### config.mk
export PLATFORM = sky130hd
export DESIGN_NAME = pe_row_cfg_sched
export DESIGN_NICKNAME = d
export VERILOG_FILES = /design/src/rtl/pe_row_cfg_sched.sv
export SDC_FILE = /design/constraint.sdc
export NUM_CORES = 1
export LEC_CHECK = 0
export ABC_AREA = 1
export CAP_MARGIN = 0
export CORE_MARGIN = 2
export CORE_UTILIZATION = 31
export CTS_BUF_LIST = sky130_fd_sc_hd__clkbuf_8
export CTS_CLUSTER_DIAMETER = 60
export DETAILED_ROUTE_END_ITERATION = 8
export GPL_ROUTABILITY_DRIVEN = 0
export GPL_TIMING_DRIVEN = 0
export PLACE_DENSITY = 0.63
export REMOVE_ABC_BUFFERS = 1
export SYNTH_ARGS = -nofsm -noshare
export SYNTH_HDL_FRONTEND = slang
export SYNTH_SLANG_ARGS = --single-unit
### constraint.sdc
create_clock -name clk -period 3.8 [get_ports clk]
set_clock_uncertainty 0.1 [all_clocks]
set_input_delay 0.95 -clock clk [delete_from_list [all_inputs] [get_ports clk]]
set_output_delay 0.95 -clock clk [all_outputs]
set_load 0.05 [all_outputs]
### src/rtl/pe_row_cfg_sched.sv
// pe_row_cfg_sched
//   Configuration and run sequencer for one PE row (the LSU plus PE_0..PE_3).
//   Accepts tagged configuration words over a valid/ready stream. Each accepted
//   word produces a one-cycle load pulse on the shared PE_config bus, with a
//   one-hot init_sel naming the target. Once all five targets hold a
//   configuration, the row runs for the latched number of cycles and then
//   reports done.
//
//   Optional build macro: PE_ROW_CFG_BCAST_EN
//     When defined, cfg_tgt==7 broadcasts one word to PE_0..PE_3 in a single
//     pulse (init_sel=5'b01111). When undefined, tgt 7 is an error like tgt 5
//     and tgt 6.
//
// Ports
//   clk        clock
//   rst        asynchronous active-low reset
//   start      begin a load/run sequence; sampled only in IDLE
//   run_len    run cycles, latched when start is accepted (0 is an error)
//   cfg_valid  config word valid
//   cfg_ready  config word accepted on cfg_valid & cfg_ready (LOAD only)
//   cfg_tgt    0=LSU, 1..4=PE_0..PE_3
//   cfg_data   config word
//   PE_config  registered config word to the row; holds its last value
//   init_en    one-cycle load strobe
//   init_sel   one-hot target: bit4=LSU, bit3=PE_0 .. bit0=PE_3
//   run        row run enable
//   busy       high in every state except IDLE
//   done       one-cycle completion pulse
//   err        sticky error; cleared by the next accepted start
//
// state | meaning
// IDLE  | waiting for start
// LOAD  | accepting config words until all five targets are loaded
// ARM   | final load pulse visible; one cycle
// RUN   | run high for run_len cycles
// DONE  | done pulse; one cycle
module pe_row_cfg_sched #(
  parameter int PE_INST_W = 64,
  parameter int RUN_CNT_W = 16
) (
  input  logic                 clk,
  input  logic                 rst,
  input  logic                 start,
  input  logic [RUN_CNT_W-1:0] run_len,
  input  logic                 cfg_valid,
  output logic                 cfg_ready,
  input  logic [2:0]           cfg_tgt,
  input  logic [PE_INST_W-1:0] cfg_data,
  output logic [PE_INST_W-1:0] PE_config,
  output logic                 init_en,
  output logic [4:0]           init_sel,
  output logic                 run,
  output logic                 busy,
  output logic                 done,
  output logic                 err
);

  typedef enum logic [2:0] {IDLE, LOAD, ARM, RUN, DONE} state_t;

  state_t               state_q, state_d;
  logic [4:0]           mask_q, mask_d;
  logic [RUN_CNT_W-1:0] cnt_q, cnt_d;
  logic [RUN_CNT_W-1:0] len_q, len_d;
  logic [PE_INST_W-1:0] cfg_q, cfg_d;
  logic                 en_q, en_d;
  logic [4:0]           sel_q, sel_d;
  logic                 err_q, err_d;

  logic                 tgt_ok;
  logic [4:0]           tgt_sel;

  // Target decode. The mask uses the same bit order as init_sel, so a
  // broadcast sets all four PE mask bits in one step.
  always_comb begin
    tgt_ok  = 1'b1;
    tgt_sel = 5'b00000;
    case (cfg_tgt)
      3'd0: tgt_sel = 5'b10000;
      3'd1: tgt_sel = 5'b01000;
      3'd2: tgt_sel = 5'b00100;
      3'd3: tgt_sel = 5'b00010;
      3'd4: tgt_sel = 5'b00001;
`ifdef PE_ROW_CFG_BCAST_EN
      3'd7: tgt_sel = 5'b01111;
`endif
      default: tgt_ok = 1'b0;
    endcase
  end

  always_comb begin
    state_d = state_q;
    mask_d  = mask_q;
    cnt_d   = cnt_q;
    len_d   = len_q;
    cfg_d   = cfg_q;
    en_d    = 1'b0;
    sel_d   = 5'b00000;
    err_d   = err_q;
    case (state_q)
      IDLE: begin
        if (start) begin
          if (run_len == '0) begin
            err_d = 1'b1;
          end else begin
            len_d   = run_len;
            mask_d  = 5'b00000;
            err_d   = 1'b0;
            state_d = LOAD;
          end
        end
      end
      LOAD: begin
        if (cfg_valid) begin
          if (tgt_ok) begin
            en_d   = 1'b1;
            sel_d  = tgt_sel;
            cfg_d  = cfg_data;
            mask_d = mask_q | tgt_sel;
            if (&(mask_q | tgt_sel)) begin
              state_d = ARM;
            end
          end else begin
            // Bad target: word is consumed and dropped.
            err_d = 1'b1;
          end
        end
      end
      ARM: begin
        cnt_d   = len_q - RUN_CNT_W'(1);
        state_d = RUN;
      end
      RUN: begin
        if (cnt_q == '0) begin
          state_d = DONE;
        end else begin
          cnt_d = cnt_q - RUN_CNT_W'(1);
        end
      end
      DONE: begin
        state_d = IDLE;
      end
      default: begin
        state_d = IDLE;
      end
    endcase
  end

  always_ff @(posedge clk or negedge rst) begin
    if (!rst) begin
      state_q <= IDLE;
      mask_q  <= 5'b00000;
      cnt_q   <= '0;
      len_q   <= '0;
      cfg_q   <= '0;
      en_q    <= 1'b0;
      sel_q   <= 5'b00000;
      err_q   <= 1'b0;
    end else begin
      state_q <= state_d;
      mask_q  <= mask_d;
      cnt_q   <= cnt_d;
      len_q   <= len_d;
      cfg_q   <= cfg_d;
      en_q    <= en_d;
      sel_q   <= sel_d;
      err_q   <= err_d;
    end
  end

  // Status outputs decode straight from the state register so that an
  // asynchronous reset removes run/busy in the same cycle.
  assign cfg_ready = (state_q == LOAD);
  assign run       = (state_q == RUN);
  assign busy      = (state_q != IDLE);
  assign done      = (state_q == DONE);
  assign PE_config = cfg_q;
  assign init_en   = en_q;
  assign init_sel  = sel_q;
  assign err       = err_q;

endmodule

==> impl_metrics.tcl <==
set metrics [dict create \
    finish.instance_area_um2 7139 \
    relSlewSlack 0.2775 \
    io_buffers 161 \
    synth_area_leaders "dfrtp_1 (54%), nand2_1 (24%), inv_1 (3.8%), o21ai_0 (3.3%), nor2_1 (2.8%)" \
    synthArstFlopShare 1.000 \
    hp-class "reg2reg" \
    cts_sinks 111 \
    ys_seq_area_frac 0.5388 \
    critPathKind "reg2out" \
    grt.total_usage 0.1653 \
    dp_hpwl_um 9772 \
    h-tree-depth 3 \
    drt-pass1-iter-count 5 \
    grt_pass1_wl_um 23230 \
    tightest_slew_ns 1.084 \
    clock_latency_ns 0.39 \
    rsz0062_at_grt "no" \
    cts.path.max_buffers 2 \
    rows 47 \
    slew_viol_final 0 \
    drive_gt1_frac 0.04878 \
    netlist_area_um2 5155 \
    dieArea_um2 17680 \
    yosys_most_used_dff "dfrtp_1" \
    antenna_found_initial 0 \
    grt.overflow.total 0 \
    crit_start "state_q[0]" \
    critPathMaxStageDelay_ns 0.88 \
    wl_per_cell_um 13.19 \
    antenna_left 0 \
    status "completed" \
    timing.hold.ws_ns 0.3778 \
    die-width_um 133.0 \
    synth_warnings 0 \
    path_cells "nand2_1, nor2_4, clkdlybuf4s50_1" \
    holdPathEnd "PE_config[62]" \
    required_ns 2.75 \
    power_density_nw_per_um2 881.2 \
    r2r_start "state_q[0]" \
    vias 4557 \
    cts-buffers-inserted 9 \
    io_pins 162 \
    drcViolationCount 0 \
    start_kind "flip-flop" \
    yosysUniqueCellTypes 30 \
    cp_slowest_cell "clkdlybuf4s50_1" \
    cts-root-buf "clkbuf_8" \
    fmax_mhz 286.3 \
    period_minus_slack_ns 3.493 \
    p_leak_nw 3.524 \
    core-area_um2 16410 \
    syn_inst 666 \
    initial_core_util 0.3142 \
    fin_crit_sh 0.9191 \
    critPathCaptureType "output port" \
    yosys.area.top_type_share 0.5388 \
    rr_worst_depth 7 \
    worstPathArrival_ns 2.44 \
    dpl_cell_area_um2 6948 \
    syn_area_per_cell_um2 7.740 \
    worstPathMaxFanout 15 \
    hold-path-cell-count 2 \
    layout.nets 904 \
    clk_pin_slew_ns 0.11 \
    setup_viol 0 \
    die_y_um 133.0 \
    syn_to_final_growth_pct 38.50 \
    yosysTopAreaCell "dfrtp_1" \
    ys_seq_elements 111 \
    antennaDiodeCount 0 \
    utilization 0.4351 \
    viasPerCell 4.382 \
    drt_iter0_markers 224 \
    nFillCells 1629 \
    hp-start "PE_config[62]" \
    grt_pass1_vias 4681 \
    synth_edf_count 0 \
    ir_worst_vdd_v 0.0005319 \
    max-cap-violations 0 \
    grt_max_degree 65 \
    finalHoldViolCount 0 \
    ff2ff_setup_slack_ns 0.96 \
    r2r-end "PE_config[31]" \
    routed_wirelength_um 13720 \
    cts_tree "built" \
]
-- Yosys cell counts (all sizes together), types with 2 or more instances --
cell type	n
nand2	336
nor2	48
buf	20
nand4	14
o21ai	38
dfrtp	111
nand3	21
clkbuf	4
a31oi	5
inv	56
xor2	2
nand3b	2
nor3	2
-- registers in the layout (all words and copies together), names as in the netlist --
| register | cells |
|---|---|
| err | 1 |
| PE_config | 64 |
| init_en | 1 |
| cnt_q | 16 |
| mask_q | 5 |
| init_sel | 5 |
| len_q | 16 |
| state_q | 3 |
-- worst max-delay path: cells and delay by family (launching register included) --
kind	cells	cell delay, ns
buffers and inverters	1	0.88
DFF	1	0.64
and+or+nand+nor	2	0.53
-- power by group --
part	switching, mW	leakage (nW)	internal [mW]	total (mW)
clock network	0.450	0.0954	0.254	0.704
logic	2.44	2.02	1.14	3.58
registers	0.328	1.41	1.68	2.01
-- how the worst max path moves through the flow --
stage,to,slack [ns],cells after the start
3_5_place_dp,PE_config[12],0.17,7
3_3_place_gp,PE_config[34],-2.94,1
2_1_floorplan,PE_config[0],0.76,6
5_1_grt,run,0.18,3
6_report,run,0.31,3
4_1_cts,run,0.12,3
-- cell type report --
class | instances | area [um2] | share of cell area
multi-input combinational | 475 | 2029 | 0.2843
sequential | 111 | 2778 | 0.3891
clock buffer | 9 | 123.9 | 0.01735
timing repair buffer | 163 | 1660 | 0.2326
inverter | 56 | 210.2 | 0.02944
tap | 220 | 275.3 | 0.03856
clock inverter | 6 | 62.56 | 0.008763
-- cells in the final DEF (no fill, tap or decap), drive strengths merged, types with 2 or more instances in the layout --
cell type and instances:
a31oi 5, buf 3, clkbuf 9, clkdlybuf4s50 160
clkinv 2, dfrtp 111, inv 60, nand2 336
nand3 21, nand3b 2, nand4 14, nor2 48
nor3 2, o21ai 38, xor2 2
-- per-layer routing --
| metal | track usage | share of wire | up-vias |
|---|---|---|---|
| met1 | 0.2033 | 0.43 | 2055 |
| met3 | 0.09042 | 0.12 | 13 |
| li1 | - | - | 2348 |
| met2 | 0.2565 | 0.44 | 141 |
| met5 | 0 | 0 | - |
| met4 | 0.03524 | 0.013 | 0 |
-- kinds of logic (layout without fill, tap and decap cells) --
kind of cell / after synthesis / after routing / synth area share
AOI/OAI and AO/OA: 45 / 45 / 0.04684
xor gates and xnor gates: 2 / 2 / 0.003399
adders and majority gates: 1 / 1 / 0.002427
buffers and inverters: 80 / 234 / 0.06844
DFF: 111 / 111 / 0.5388
and+or+nand+nor: 427 / 427 / 0.3400
-- through the flow --
stage | std cells | setup slack, ns | power [mW] | TNS [ns]
CTS | 1040 | 0.1169 | 6.379 | 0
global placement | 1023 | -2.943 | 5.598 | -375.04
floorplan | 642 | 0.7612 | 4.404 | 0
global route | 1040 | 0.1842 | 6.821 | 0
finish | 1040 | 0.3073 | 6.291 | 0
detailed placement | 1025 | 0.1665 | 5.634 | 0
-- repair_timing --
item	in CTS	in global routing
gates resized for setup	0	1
endpoints found under the setup margin	0	1
setup buffers	0	0
hold buffers	0	0
Power figures use the tool's default switching activity.
